===== src/rtl/pc_jump_unit.sv =====
// Hack program-counter stage: loads the A-register target on a taken jump or
// increments, detects the unconditional jump-to-self halt idiom and counts retirements.
module pc_jump_unit #(
  parameter int WIDTH       = 15,
  parameter int COUNT_WIDTH = 16
) (
  input  logic                   clk,
  input  logic                   rst_n,
  input  logic                   advance,
  input  logic                   isCInstr,
  input  logic [2:0]             jump,
  input  logic                   zr,
  input  logic                   ng,
  input  logic [WIDTH-1:0]       target,
  output logic [WIDTH-1:0]       pc,
  output logic                   jumpTaken,
  output logic                   halted,
  output logic [COUNT_WIDTH-1:0] retireCount
);

  typedef enum logic {
    RUN  = 1'b0,
    HALT = 1'b1
  } state_t;

  state_t                 state, state_nxt;
  logic                   take;
  logic                   accept;
  logic [WIDTH-1:0]       pc_nxt;
  logic                   jump_taken_nxt;
  logic [COUNT_WIDTH-1:0] retire_count_nxt;

  // zr & ng together is illegal from the ALU but is evaluated literally.
  assign take   = isCInstr & ((jump[2] & ng) | (jump[1] & zr) | (jump[0] & ~zr & ~ng));
  assign accept = advance & (state == RUN);
  assign halted = (state == HALT);

  always_comb begin
    // NOTE: every output of this block gets a default first so no latch is inferred.
    state_nxt        = state;
    pc_nxt           = pc;
    jump_taken_nxt   = jumpTaken;
    retire_count_nxt = retireCount;
    if (accept) begin
      pc_nxt         = take ? target : pc + WIDTH'(1);
      jump_taken_nxt = take;
      if (retireCount != {COUNT_WIDTH{1'b1}})
        retire_count_nxt = retireCount + COUNT_WIDTH'(1);
      // Only the unconditional form of jump-to-self ends the program.
      if (take && (jump == 3'b111) && (target == pc))
        state_nxt = HALT;
    end
  end

  // NOTE: sequential state uses non-blocking assignments so all registers update together.
  always_ff @(posedge clk or negedge rst_n) begin
    if (!rst_n) begin
      state       <= RUN;
      pc          <= '0;
      jumpTaken   <= 1'b0;
      retireCount <= '0;
    end else begin
      state       <= state_nxt;
      pc          <= pc_nxt;
      jumpTaken   <= jump_taken_nxt;
      retireCount <= retire_count_nxt;
    end
  end

endmodule


===== config.mk =====
export PLATFORM = sky130hd
export DESIGN_NAME = pc_jump_unit
export DESIGN_NICKNAME = d
export VERILOG_FILES = /design/src/rtl/pc_jump_unit.sv
export SDC_FILE = /design/constraint.sdc
export NUM_CORES = 1
export LEC_CHECK = 0
export ABC_AREA = 1
export CAP_MARGIN = 30
export CORE_UTILIZATION = 40
export CTS_BUF_LIST = sky130_fd_sc_hd__clkbuf_8
export CTS_CLUSTER_SIZE = 40
export DETAILED_ROUTE_END_ITERATION = 7
export GPL_ROUTABILITY_DRIVEN = 0
export PLACE_DENSITY = 0.64
export SETUP_SLACK_MARGIN = 0.05
export SLEW_MARGIN = 5
export SYNTH_ARGS = -nofsm -noshare
export SYNTH_HDL_FRONTEND = slang
export SYNTH_SLANG_ARGS = --single-unit

===== constraint.sdc =====
create_clock -name clk -period 1.7 [get_ports clk]
set_input_delay 0.255 -clock clk [delete_from_list [all_inputs] [get_ports clk]]
set_output_delay 0.255 -clock clk [all_outputs]
set_load 0.02 [all_outputs]

==> results of run 1 <==
cells by family (layout without fill, tap and decap cells):
family | after synthesis | in the layout
flops | 33 | 33
buf+inv | 56 | 128
simple gates | 284 | 284
xor+xnor | 13 | 13
compound gates | 8 | 8
fa+ha+maj | 2 | 2
synthesized netlist by cell type:
cell      instances
buf_2             3
o21ai_0           7
ha_1              2
nor3_1            1
inv_1            49
xor2_1            4
dfrtp_1          33
buf_6             2
nand3_1          37
nand4_1          11
nor2_1           42
nor2_4            1
inv_2             1
o21ai_4           1
xnor2_1           9
nand2_1         189
clkbuf_1          1
nand3_2           2
nand2_2           1
final timing paths:
kind / start / endpoint / slack [ns] / cells past startpoint
max: retireCount[0]$_DFFE_PN0P_ / retireCount[0] / 0.05 / 1
min: rst_n / pc[3]$_DFFE_PN0P_ / 0.38 / 2
max reg2reg: retireCount[0]$_DFFE_PN0P_ / retireCount[2]$_DFFE_PN0P_ / 0.20 / 7
min reg2reg: halted$_DFFE_PN0P_ / halted$_DFFE_PN0P_ / 0.50 / 2
max in group asynchronous: rst_n / pc[0]$_DFFE_PN0P_ / 0.99 / 2
min in group clk: halted$_DFFE_PN0P_ / halted$_DFFE_PN0P_ / 0.50 / 2
power by group through the flow:
stage | Sequential [mW] | Clock, mW | Combinational (mW)
after detailed placement | 0.800 | 0 | 0.143
after floorplan | 0.800 | 0 | 0.0439
after CTS | 0.784 | 0.827 | 0.145
final | 0.784 | 0.794 | 0.144
after global placement | 0.800 | 0 | 0.143
after global routing | 0.784 | 0.865 | 0.164
registers in the layout (all words and copies together) (netlist names):
register,flops
pc,15
halted,1
retireCount,16
jumpTaken,1
metrics by stage:
stage                     hold WS, ns  total power [mW]  instances
after floorplan              -0.04059            0.8440        396
after global placement         0.4611            0.9427        530
after detailed placement       0.4935            0.9431        530
after CTS                      0.3918             1.755        538
after global routing           0.4341             1.812        540
final                          0.3782             1.722        540
repair_timing:
item	in CTS	in global routing
gates cloned	0	0
buffers inserted	0	2
resized for setup	10	21
endpoints found under the setup margin	10	35
metal layers:
layer  vias up  track usage (%)
met2        57            40.43
met3        10            4.800
li1       1352                -
met1      1202            28.71
met5         -                0
met4         0            10.00
area by class of cell:
class                           instances  area share, %
Sequential cell                        33          25.14
Multi-Input combinational cell        307          41.61
Inverter                               50          5.706
Tap cell                               72          2.739
Clock buffer                            6          2.510
Timing Repair Buffer                   70          21.15
Clock inverter                          2          1.141
==> flow_summary.yaml, run 1 <==
die:
  coreArea_um2: 5642
  initial_utilization_pct: 42.69
  fp.dieH_um: 79.60
  rows: 27
  die_area_um2: 6335
  die_x_um: 79.60
  boundaryPins: 57
global_routing:
  grt_max_degree: 34
  grt_antenna_before_repair: 0
  overflow: 0
  grt_pass1_vias: 2596
  grt_usage_pct: 23.69
  grt_first_pass_wirelength_mm: 11.64
power_and_ir_drop:
  seqPwrFrac_pct: 45.5
  leakagePower_nw: 1.901
  p_clk_share_pct: 46.1
  switching_share_pct: 22.50
  p_int_mw: 1.335
  p_comb_share_pct: 8.3
  ir_worst_vdd_uv: 388.3
  p_per_area_nw_per_um2: 523.6
  switchingPower_mw: 0.3874
synthesis:
  synthMuxAreaShare_pct: 0
  synth_compound_area_share_pct: 2.130
  synth-seq-cells: 33
  synth_top_area_cell: "dfrtp_1"
  avgSynthCellArea_um2: 6.082
  postSynthCellCount: 396
  syn_area_um2: 2409
  synthAdderAreaFrac_pct: 1.039
  synth_top_area_share_pct: 34.29
  ys.warnings.count: 0
  synth_fp_nets: 422
  yosys-top-cells-area: "dfrtp_1 (34%), nand2_1 (29%), nand3_1 (7.7%)"
  yosys.area_share.simple_pct: 48.31
  synth_cell_types: 19
  yosysSeqAreaShare_pct: 34.29
  synthXorXnorAreaFrac_pct: 4.727
  synth_top_family_by_area: "simple AND/OR/NAND/NOR gates"
detailed_routing:
  wl_met2_mm: 3.245
  routed_wirelength_mm: 6.625
  ant_nets: 0
  first_iter_violations: 139
  vias: 2621
  detail_route.wl_per_cell_um: 12.27
  top_layer_used: "met4"
  dr.pass1.iters: 4
  route.met3.wl_um: 302
  vias_per_cell: 4.854
  drt-met1-wl_mm: 2.955
  drcViolationCount: 0
setup_path:
  slowest_delay_ns: 0.65
  cp_num_buf_inv: 1
  crit_slowest_cell: "clkdlybuf4s50_1"
  endpoint_kind: "output port"
  critPathTopFamily: "buffers and inverters"
  arrival_ns: 1.39
  cp.required_ns: 1.44
  path_max_fanout: 5
  cp-start-kind: "flop"
  critical_path_class: "reg2out"
  critical_path.cell_chain: "clkdlybuf4s50_1"
sta:
  clock.fmax_mhz: 607.2
  tightest_slew_ns: 0.4539
  post-route-period-util_pct: 96.88
  fin_setup_tns_ns: 0
  min_period_ns: 1.647
  setup_ws_ns: 0.05300
  setup_viol: 0
  finalClockSkew_ns: 0.002448
  relSlewSlack_pct: 69.74
  rsz0062_at_grt: "yes"
  hold_viol_final: 0
  slew_violations: 0
flow_run:
  maxCapViolCount: 0
place:
  dpl-instance-area_um2: 3108
  post-place-ws_ns: 0.05689
  io_buffers: 56
  dp_hpwl_mm: 4.744
cells_and_area:
  regArea_um2: 827.0
  final_util_pct: 58.31
  antennaDiodeCount: 0
  fin_nets: 493
  multiInputGateArea_um2: 1369
  fill_cells: 569
  final_cell_mix: "nand2_1 (189), inv_1 (49), nor2_1 (41), nand3_1 (37), dfrtp_1 (32)"
  layout_commonest_cell: "nand2_1"
  layout-drive-gt1-share_pct: 6.624
  area_delta_synth_final_pct: 36.57
  fin_area_um2: 3289
cts:
  cts_root_buf: "clkbuf_8"
  clk_path_buf_depth: 2
  hold_buffers: 0
  htree_num_levels: 2
  cts_tree: "yes"
  cts.sinks: 33
  clock_latency_ns: 0.28
  clk_pin_slew_ns: 0.07
  cts_buffers: 5
hold_path:
  min_path_type: "in2async"
run_status:
  status: "finished, final reports clean"
(Power assumes the default switching activity.)
==> run 2, diff against run 1 <==
--- a/config.mk
+++ b/config.mk
@@ -8,10 +8,9 @@
 export ABC_AREA = 1
 export CAP_MARGIN = 30
 export CORE_UTILIZATION = 40
-export CTS_BUF_LIST = sky130_fd_sc_hd__clkbuf_8
 export CTS_CLUSTER_SIZE = 40
 export DETAILED_ROUTE_END_ITERATION = 7
-export GPL_ROUTABILITY_DRIVEN = 0
+export HOLD_SLACK_MARGIN = 0.06
 export PLACE_DENSITY = 0.64
 export SETUP_SLACK_MARGIN = 0.05
 export SLEW_MARGIN = 5
==> results of run 2 <==
No change in the layout: final DEF, timing and power equal those of run 1.
==> run 3, diff against run 2 <==
--- a/config.mk
+++ b/config.mk
@@ -10,6 +10,7 @@
 export CORE_UTILIZATION = 40
 export CTS_CLUSTER_SIZE = 40
 export DETAILED_ROUTE_END_ITERATION = 7
+export GPL_ROUTABILITY_DRIVEN = 0
 export HOLD_SLACK_MARGIN = 0.06
 export PLACE_DENSITY = 0.64
 export SETUP_SLACK_MARGIN = 0.05
==> results of run 3 <==
No change in the layout: final DEF, timing and power equal those of run 1.
